$ cat src/rtl/lab4_decrypt_if.sv
// lab4_decrypt_if: link-side and result-side signals of the LFSR decryptor
interface lab4_decrypt_if #(parameter int lfsr_bitwidth = 5);
  logic start;
  logic [lfsr_bitwidth-1:0] taps;
  logic [lfsr_bitwidth-1:0] seed;
  logic [3:0] preambleLength;
  logic [7:0] encryptByte;
  logic validIn;
  logic inReady;
  logic [7:0] plainByte;
  logic validOut;
  logic busy;
  logic packetDone;
  logic preambleErr;
  modport master (
    output start, taps, seed, preambleLength, encryptByte, validIn,
    input inReady, plainByte, validOut, busy, packetDone, preambleErr
  );
  modport slave (
    input start, taps, seed, preambleLength, encryptByte, validIn,
    output inReady, plainByte, validOut, busy, packetDone, preambleErr
  );
endinterface

$ cat src/rtl/lab4_decrypt_dp.sv
// lab4_decrypt_dp: FIFO-fed LFSR packet decryptor (32-byte packets); define LAB4_PREAMBLE_CHECK_EN to flag bad preamble bytes
module lab4_decrypt_dp #(
  parameter int DEPTH = 16,
  parameter int lfsr_bitwidth = 5
) (
  input logic clk,
  input logic rst,
  lab4_decrypt_if.slave bus
);
  localparam int AW = $clog2(DEPTH);
  typedef enum logic [1:0] {IDLE, LOAD, PREAMBLE, PAYLOAD} state_t;
  state_t state, state_n;
  logic [7:0] mem [DEPTH];
  logic [AW:0] wr_ptr, rd_ptr;
  logic full, empty, push, consume, is_payload, last;
  logic [lfsr_bitwidth-1:0] lfsr, taps_q, seed_q;
  logic [3:0] len_q;
  logic [5:0] byte_count;
  logic [7:0] dec;
  assign empty = wr_ptr == rd_ptr;
  assign full = (wr_ptr[AW-1:0] == rd_ptr[AW-1:0]) && (wr_ptr[AW] != rd_ptr[AW]);
  always_ff @(posedge clk)
    state <= rst ? IDLE : state_n;
  always_comb begin
    state_n = state;
    case (state)
      IDLE: state_n = bus.start ? LOAD : IDLE;
      LOAD: state_n = (len_q == 4'd0) ? PAYLOAD : PREAMBLE;
      default: state_n = !consume ? state :
                         last ? IDLE :
                         (byte_count + 6'd1 >= {2'b00, len_q}) ? PAYLOAD : PREAMBLE;
    endcase
  end
  // A pop frees a slot in the same cycle, so a full FIFO still accepts while draining
  always_comb begin
    bus.busy = state != IDLE;
    consume = (state == PREAMBLE || state == PAYLOAD) && !empty;
    bus.inReady = !full || consume;
    push = bus.validIn && bus.inReady;
    dec = mem[rd_ptr[AW-1:0]] ^ {{(8-lfsr_bitwidth){1'b0}}, lfsr};
    is_payload = byte_count >= {2'b00, len_q};
    last = byte_count == 6'd31;
  end
  always_ff @(posedge clk)
    if (push) mem[wr_ptr[AW-1:0]] <= bus.encryptByte;
  always_ff @(posedge clk) begin
    if (rst) begin
      wr_ptr <= '0;
      rd_ptr <= '0;
      lfsr <= '0;
      taps_q <= '0;
      seed_q <= '0;
      len_q <= '0;
      byte_count <= '0;
      bus.validOut <= 1'b0;
      bus.packetDone <= 1'b0;
      bus.plainByte <= 8'h00;
    end else begin
      if (push) wr_ptr <= wr_ptr + 1'b1;
      if (consume) rd_ptr <= rd_ptr + 1'b1;
      if (state == IDLE && bus.start) begin
        taps_q <= bus.taps;
        seed_q <= bus.seed;
        len_q <= bus.preambleLength;
      end
      if (state == LOAD) begin
        lfsr <= seed_q;
        byte_count <= '0;
      end else if (consume) begin
        lfsr <= {lfsr[lfsr_bitwidth-2:0], ^(lfsr & taps_q)};
        byte_count <= byte_count + 6'd1;
      end
      bus.validOut <= consume && is_payload;
      bus.packetDone <= consume && last;
      if (consume && is_payload) bus.plainByte <= dec;
    end
  end
`ifdef LAB4_PREAMBLE_CHECK_EN
  logic err;
  always_ff @(posedge clk)
    err <= rst || (state == IDLE && bus.start) ? 1'b0 :
           (consume && !is_payload && dec != 8'h7E) ? 1'b1 : err;
  assign bus.preambleErr = err;
`else
  assign bus.preambleErr = 1'b0;
`endif
endmodule

$ cat src/flat_wrapper.sv
// flat-port wrapper written by rule: the top's interface ports become plain ports
module lab4_decrypt_dp_flat 
#(
  parameter int DEPTH = 16,
  parameter int lfsr_bitwidth = 5
)
  (clk, rst, bus_start, bus_taps, bus_seed, bus_preambleLength, bus_encryptByte, bus_validIn, bus_inReady, bus_plainByte, bus_validOut, bus_busy, bus_packetDone, bus_preambleErr);
  lab4_decrypt_if #(.lfsr_bitwidth(lfsr_bitwidth)) bus_i ();
  input logic clk;
  input logic rst;
  input wire logic [$bits(bus_i.start)-1:0] bus_start;
  input wire logic [$bits(bus_i.taps)-1:0] bus_taps;
  input wire logic [$bits(bus_i.seed)-1:0] bus_seed;
  input wire logic [$bits(bus_i.preambleLength)-1:0] bus_preambleLength;
  input wire logic [$bits(bus_i.encryptByte)-1:0] bus_encryptByte;
  input wire logic [$bits(bus_i.validIn)-1:0] bus_validIn;
  output wire logic [$bits(bus_i.inReady)-1:0] bus_inReady;
  output wire logic [$bits(bus_i.plainByte)-1:0] bus_plainByte;
  output wire logic [$bits(bus_i.validOut)-1:0] bus_validOut;
  output wire logic [$bits(bus_i.busy)-1:0] bus_busy;
  output wire logic [$bits(bus_i.packetDone)-1:0] bus_packetDone;
  output wire logic [$bits(bus_i.preambleErr)-1:0] bus_preambleErr;
  assign bus_i.start = bus_start;
  assign bus_i.taps = bus_taps;
  assign bus_i.seed = bus_seed;
  assign bus_i.preambleLength = bus_preambleLength;
  assign bus_i.encryptByte = bus_encryptByte;
  assign bus_i.validIn = bus_validIn;
  assign bus_inReady = bus_i.inReady;
  assign bus_plainByte = bus_i.plainByte;
  assign bus_validOut = bus_i.validOut;
  assign bus_busy = bus_i.busy;
  assign bus_packetDone = bus_i.packetDone;
  assign bus_preambleErr = bus_i.preambleErr;
  lab4_decrypt_dp #(.DEPTH(DEPTH), .lfsr_bitwidth(lfsr_bitwidth)) u_core (.clk(clk), .rst(rst), .bus(bus_i));
endmodule
$ cat config.mk
export PLATFORM = sky130hd
export DESIGN_NAME = lab4_decrypt_dp_flat
export DESIGN_NICKNAME = d
export VERILOG_FILES = /design/src/rtl/lab4_decrypt_if.sv /design/src/rtl/lab4_decrypt_dp.sv /design/src/flat_wrapper.sv
export SDC_FILE = /design/constraint.sdc
export NUM_CORES = 1
export LEC_CHECK = 0
export BUFFER_PORTS_ARGS = -buffer_cell sky130_fd_sc_hd__buf_4
export CORE_ASPECT_RATIO = 0.5
export CORE_MARGIN = 1.5
export CORE_UTILIZATION = 45
export DETAILED_ROUTE_END_ITERATION = 8
export PLACE_DENSITY = 0.64
export SLEW_MARGIN = 10
export SYNTH_ARGS = -nofsm -noshare
export SYNTH_HDL_FRONTEND = slang
export SYNTH_SLANG_ARGS = --single-unit
$ cat constraint.sdc
create_clock -name clk -period 2.65 [get_ports clk]
set_input_delay 0 -clock clk [delete_from_list [all_inputs] [get_ports clk]]
set_output_delay 0 -clock clk [all_outputs]
set_load 0.005 [all_outputs]
==> out/qor.txt, run 1 <==
CP Max Fanout: 15
Htree depth: 4
Minimum clock period: 2.25 ns
DRT iter0 DRCs: 498
Crit path DAT: 2.31 ns
Setup-failing EPs final: 0
Post-synthesis register bit count: 179
Syn_nets: 527
Placeable Area: 15,700 sq um
Hold Slack: 0.0734 ns
Area Overhead vs Synth: 19.9%
Root Driver: clkbuf_16
MaxCap Viol Count: 0
IO Count: 39
Synthesized area: 7380 sq um
Clock sinks: 179
Ant. Diodes: 0
CTS tree: yes
TNS Setup: 0 ns
GRT overflow: 0
Row cnt: 32
First-pass GRT wire length: 24,400 microns
Max-slew violations: 0
Clock skew: 0.0134 ns
Post-route setup slack: 0.396 ns
Placed cells: 743
Vias in the first global route: 4,212
Synth Area in Adders: 2.37%
Largest family of logic cells by synthesized area: multiplexers
Count of cell types in the netlist: 48
Layout Nets: 605
Critical Path RT: 2.70 ns
Maximum clock rate: 444 MHz
Routed WL per cell: 19.8 microns
LEAKAGE: 3.11 nW
XOR/XNOR Fraction of Synth Area: 3.51%
Die width: 184 microns
Vias: 4,379
Starting Density: 46.9%
Setup WS pre-CTS: 0.473 ns
Largest net degree at the start of global routing: 41
Worst-Margin Slew: 0.637 ns
Gpl congestion: 0.792
Status: finished clean
Crit Path Category: flip-flop to flip-flop
Inserted Clock Buffers: 17
CTS clk-pin slew, worst paths: 0.08 ns
Die area: 17,200 sq um
Synth Warn #: 0
Hpwl dp: 10,200 microns
Fin. Hold Viols: 0
Max clock buf depth: 2
DR vias/cell: 5.48
Initial antenna violation count: 0
Detail Route Antenna Nets: 0
Remaining DRCs: 0
Final WL: 15,800 microns
CP startpoint kind: flip-flop
Mux contribution to synthesized area: 12.5%
GRT Total Usage: 19.7%
Die height: 93.6 microns
I/O Buffers: 37
Clk_lat worst skew: 0.42 ns
Pwr Total: 6.83 mW
Cell area power density: 771 nW/um^2
Rel. slew slack: 57.5%
Layout cells sized above 1: 21.1%
Final Cycle Share: 85.1%
RSZ-0062 raised after global routing: false
Synthesized instance count: 487
Avg Cell Area, Syn: 15.2 sq um
CP endpoint kind: flip-flop
Post-Synth Simple-Gate Area: 7.59%
Register area share after synthesis: 65.9%
Synth Area in Compound Gates: 5.69%
DR pass1 iterations: 4
Hold Path Class: input port to flip-flop
Max IR drop VDD: 0.000460 V
Finished Layout Cells: 799
==> final timing paths <==
kind                    start           endpoint  slack [ns]  cells past startpoint
max          u_core.wr_ptr[0]  u_core.mem[10][1]        0.40                      4
max reg2reg  u_core.wr_ptr[0]  u_core.mem[10][1]        0.40                      4
min                 bus_start   u_core.seed_q[2]        0.07                      4
min reg2reg  u_core.seed_q[1]   u_core.seed_q[1]        0.46                      2
==> synthesized netlist by cell type, drive strengths merged <==
library cell,instances,area share [%]
a211oi,5,0.51
a21boi,1,0.10
a21o,1,0.10
a21oi,27,1.8
a221oi,1,0.12
a22oi,7,0.71
a31oi,3,0.25
and2,5,0.42
and3,17,1.4
and3b,1,0.12
buf,16,1.4
clkbuf,9,0.46
conb,1,0.051
dfxtp,51,14
edfxtp,128,52
ha,14,2.4
inv,12,0.61
mux2i,10,1.4
mux4,35,11
nand2,47,2.4
nand2b,2,0.17
nand3,9,0.61
nand4,2,0.17
nand4b,1,0.12
nor2,20,1.0
nor2b,6,0.51
nor3,4,0.27
nor3b,1,0.10
nor4,1,0.085
o2111ai,4,0.47
o211ai,6,0.61
o21a,2,0.20
o21ai,4,0.32
o21bai,1,0.10
o2bb2ai,3,0.36
or2,1,0.085
or3,1,0.085
xnor2,14,1.7
xnor3,1,0.30
xor2,13,1.5
==> metrics by stage <==
stage / instance area [sq um] / util, %
after floorplan: 7380 / -
after global placement: 8010 / 50.9
after detailed placement: 8010 / 50.9
after CTS: 8860 / 56.3
after global routing: 8860 / 56.3
final: 8860 / 56.3
==> per-layer routing <==
metal	GRT usage [%]	wire length, microns
met5	0	0
met4	4.92	94
met3	4.17	1010
met2	29.7	7010
met1	29.1	7690
==> cells in the final DEF, fill, tap and decap left out, drive strengths merged, types with 2 or more instances in the layout <==
cell,instances
nand4,2
xnor2,14
ha,14
o211ai,6
a31oi,3
o21ai,4
clkinv,5
nand2,47
dlygate4sd3,24
and2,5
nor2,20
dfxtp,51
mux2i,10
nand3,9
mux4,35
a22oi,7
nor3,4
nor2b,6
inv,20
a21oi,27
clkbuf,17
o2111ai,4
o2bb2ai,3
o21a,2
nand2b,2
edfxtp,128
xor2,13
and3,17
a211oi,5
buf,60
==> timing repair <==
item,in CTS,in global routing
resized for setup,0,0
hold buffers,24,0
endpoints found under the hold margin,145,0
setup buffers,0,0
==> power breakdown <==
part / internal [mW] / switching [mW]
Sequential: 3.12 / 0.114
Clock: 1.36 / 1.19
Combinational: 0.490 / 0.550
==> kinds of logic (layout without fill, tap and decap cells) <==
| logic type | after synthesis | count (layout) |
|---|---|---|
| adder cells (fa/ha/maj) | 14 | 14 |
| flip-flops | 179 | 179 |
| AND/OR/NAND/NOR | 118 | 118 |
| AO/OA/AOI/OAI | 65 | 65 |
| multiplexers | 45 | 45 |
| buffers and inverters | 37 | 128 |
| XOR/XNOR | 28 | 28 |
| other | 1 | 1 |
==> final cells by class <==
class / instances / area, sq um
Fill cell: 1223 / 6880
Timing Repair Buffer: 84 / 716
Inverter: 12 / 45.0
Clock buffer: 17 / 425
Tap cell: 221 / 277
Multi-Input combinational cell: 271 / 2350
Clock inverter: 15 / 181
Sequential cell: 179 / 4870
==> registers in the layout (all words and copies together), names as in the netlist, 2 cells and up, named ones only <==
| register | flops |
|---|---|
| u_core.mem | 128 |
| u_core.bus.plainByte | 8 |
| u_core.byte_count | 6 |
| u_core.lfsr | 5 |
| u_core.rd_ptr | 5 |
| u_core.seed_q | 5 |
| u_core.taps_q | 5 |
| u_core.wr_ptr | 5 |
| u_core.len_q | 4 |
| u_core.state | 2 |
==> worst max-delay path, stage by stage, from the launching register on <==
cell and delay [ns]:
dfxtp_1 0.48, xnor2_1 0.11, nand4_1 0.20, o21a_1 0.45
and3_1 0.65
No activity file was read; power rests on OpenSTA's default activity.
==> run 2: changes to the inputs <==
--- a/config.mk
+++ b/config.mk
@@ -8,9 +8,10 @@
 export BUFFER_PORTS_ARGS = -buffer_cell sky130_fd_sc_hd__buf_4
 export CORE_ASPECT_RATIO = 0.5
 export CORE_MARGIN = 1.5
-export CORE_UTILIZATION = 45
+export CORE_UTILIZATION = 40
 export DETAILED_ROUTE_END_ITERATION = 8
-export PLACE_DENSITY = 0.64
+export PLACE_DENSITY = 0.58
+export REMOVE_ABC_BUFFERS = 1
 export SLEW_MARGIN = 10
 export SYNTH_ARGS = -nofsm -noshare
 export SYNTH_HDL_FRONTEND = slang
==> out/qor.txt, run 2 (synthesis gave the netlist of run 1 again) <==
Clock skew: 0.00841 ns (was 0.0134 ns)
Sw power: 1.80 mW (was 1.86 mW)
IO Count: 39 (unchanged)
DR pass1 iterations: 4 (unchanged)
CTS clk-pin slew, worst paths: 0.07 ns (was 0.08 ns)
Die area: 19,300 sq um (was 17,200 sq um)
Vias: 4,276 (was 4,379)
Rel. slew slack: 59.7% (was 57.5%)
Min-Delay Endpoint: u_core.seed_q[4] (was u_core.seed_q[2])
Root Driver: clkbuf_16 (unchanged)
MaxCap Viol Count: 0 (unchanged)
Layout cells sized above 1: 20.3% (was 21.1%)
Flop pwr share: 48.5% (was 47.4%)
Final WL: 16,100 microns (was 15,800 microns)
HP Start: bus_start (unchanged)
Max IR drop VDD: 0.000464 V (was 0.000460 V)
Inserted Clock Buffers: 17 (unchanged)
Cell area power density: 752 nW/um^2 (was 771 nW/um^2)
Die height: 99.1 microns (was 93.6 microns)
Pwr Total: 6.64 mW (was 6.83 mW)
Max clock buf depth: 2 (unchanged)
Largest net degree at the start of global routing: 41 (unchanged)
Die width: 195 microns (was 184 microns)
Htree depth: 4 (unchanged)
Max stage delay on crit path: 0.58 ns (was 0.65 ns)
Setup-failing EPs final: 0 (unchanged)
CP Depth: 4 (unchanged)
Post-route setup slack: 0.470 ns (was 0.396 ns)
CP startpoint kind: flip-flop (unchanged)
Placeable Area: 17,700 sq um (was 15,700 sq um)
Reg2reg path depth: 4 (unchanged)
Placement Cell Area: 8000 sq um (was 8010 sq um)
Clock sinks: 179 (unchanged)
Worst R2R End: u_core.mem[0][5] (was u_core.mem[10][1])
Status: finished clean (unchanged)
Critical Path RT: 2.73 ns (was 2.70 ns)
Layout Nets: 607 (was 605)
Power Internal: 4.83 mW (was 4.97 mW)
I/O Buffers: 37 (unchanged)
Remaining DRCs: 0 (unchanged)
CTS tree: yes (unchanged)
Ant. Diodes: 0 (unchanged)
Most frequent cells in the layout: edfxtp_1 (128), buf_4 (57), dfxtp_1 (50), nand2_1 (47), dlygate4sd3_1 (28) (was edfxtp_1 (128), buf_4 (58), dfxtp_1 (50), nand2_1 (47), a21oi_1 (27))
Routed WL per cell: 19.8 microns (about the same)
Crit path DAT: 2.26 ns (was 2.31 ns)
Worst-Margin Slew: 0.603 ns (was 0.637 ns)
Hold Slack: 0.173 ns (was 0.0734 ns)
Max reg flops: 128 (unchanged)
PostCTS Resize Cnt: 0 (unchanged)
Setup WS pre-CTS: 0.498 ns (was 0.473 ns)
Fin. Hold Viols: 0 (unchanged)
TNS Setup: 0 ns (unchanged)
GRT overflow: 0 (unchanged)
Commonest non-fill, non-tap cell in the layout: edfxtp_1 (unchanged)
LEAKAGE: 3.09 nW (was 3.11 nW)
Hold Path Class: input port to flip-flop (unchanged)
Max-slew violations: 0 (unchanged)
DR vias/cell: 5.25 (was 5.48)
Vias in the first global route: 4,336 (was 4,212)
Final Cycle Share: 82.3% (was 85.1%)
Hpwl dp: 10,400 microns (was 10,200 microns)
CP top delay family: simple AND/OR/NAND/NOR gates (unchanged)
Initial antenna violation count: 0 (unchanged)
Buffers and inverters on the worst path: 0 (unchanged)
Gpl congestion: 0.794 (was 0.792)
Area Overhead vs Synth: 19.5% (was 19.9%)
CP Max Fanout: 15 (unchanged)
Row cnt: 34 (was 32)
CP cell instances: xnor2_1 -> nand4_1 -> o21a_1 -> and3_1 (unchanged)
CP endpoint kind: flip-flop (unchanged)
Clk_lat worst skew: 0.44 ns (was 0.42 ns)
Minimum clock period: 2.18 ns (was 2.25 ns)
Detail Route Antenna Nets: 0 (unchanged)
Post-route design area: 8820 sq um (was 8860 sq um)
RSZ-0062 raised after global routing: false (unchanged)
Crit Path Category: flip-flop to flip-flop (unchanged)
Critical R2R Launch: u_core.wr_ptr[2] (was u_core.wr_ptr[0])
Hold path depth: 5 (was 4)
Slowest stage cell, crit path: and3_1 (unchanged)
GRT Total Usage: 17.9% (was 19.7%)
Clock power share: 35.7% (was 37.4%)
Reg2Reg Setup Slack: 0.47 ns (was 0.40 ns)
First-pass GRT wire length: 25,000 microns (was 24,400 microns)
# fillers: 1,486 (was 1,223)
Maximum clock rate: 459 MHz (was 444 MHz)
Logic pwr share: 15.8% (was 15.2%)
Starting Density: 41.7% (was 46.9%)
DRT iter0 DRCs: 257 (was 498)
Switching share of total power: 27.2% (about the same)
run 2: cell types whose count changed in the layout (fill, tap and decap cells not counted), sizes merged:
cell,delta
clkinv,-3
clkinvlp,+2
bufinv,-1
buf,-2
inv,+1
clkbuf,+1
dlygate4sd3,+4
run 2: metrics by stage:
| stage | instances | util (%) |
|---|---|---|
| floorplan | 462 | - |
| global placement | 754 | 45.2 |
| detailed placement | 754 | 45.2 |
| CTS | 814 | 49.9 |
| global route | 814 | 49.9 |
| finish | 814 | 49.9 |
run 2: per-layer routing:
metal	global-route usage, %	vias up	routed length, microns	part of all wire, %
met1	24.4	2149	7740	48
met3	3.90	18	668	4.1
met2	28.4	89	7530	47
li1	-	2020	-	-
met4	6.86	0	199	1.2
met5	0	-	0	0
run 2: worst max path at each step:
| stage | start | to |
|---|---|---|
| after floorplan | flip-flop | u_core.bus.plainByte[1] |
| after global placement | u_core.wr_ptr[3] | u_core.mem[1][1] |
| after detailed placement | u_core.wr_ptr[2] | u_core.mem[0][1] |
| after CTS | u_core.wr_ptr[2] | u_core.mem[0][5] |
| after global routing | u_core.wr_ptr[3] | u_core.mem[0][7] |
| final | u_core.wr_ptr[2] | u_core.mem[0][5] |
run 2: tightest hold or removal path, cell delays in order:
cell	delay (ns)
buf_4	0.11
nor3b_2	0.14
buf_4	0.19
nand2_1	0.08
a21oi_1	0.05
run 2: timing repair:
| action | 4_1_cts | 5_1_grt |
|---|---|---|
| buffers inserted | 0 | 0 |
| setup endpoints to repair | 0 | 0 |
| hold buffers | 28 | 0 |
| hold endpoints to repair | 150 | 0 |
run 2: layout make-up:
cell class / count / area (sq um) / area share (%)
clock buffer: 18 / 429 / 4.86
clock inverter: 14 / 118 / 1.33
inverter: 12 / 45.0 / 0.510
multi-input combinational: 271 / 2350 / 26.6
sequential: 179 / 4870 / 55.1
tap: 234 / 293 / 3.32
timing repair buffer: 86 / 728 / 8.25
run 2: power groups by stage:
stage,registers [mW],logic (mW),clock network (mW)
6_report,3.22,1.05,2.37
5_1_grt,3.23,1.16,2.54
4_1_cts,3.22,1.06,2.42
3_5_place_dp,3.28,1.02,0
3_3_place_gp,3.28,1.01,0
2_1_floorplan,3.31,0.570,0
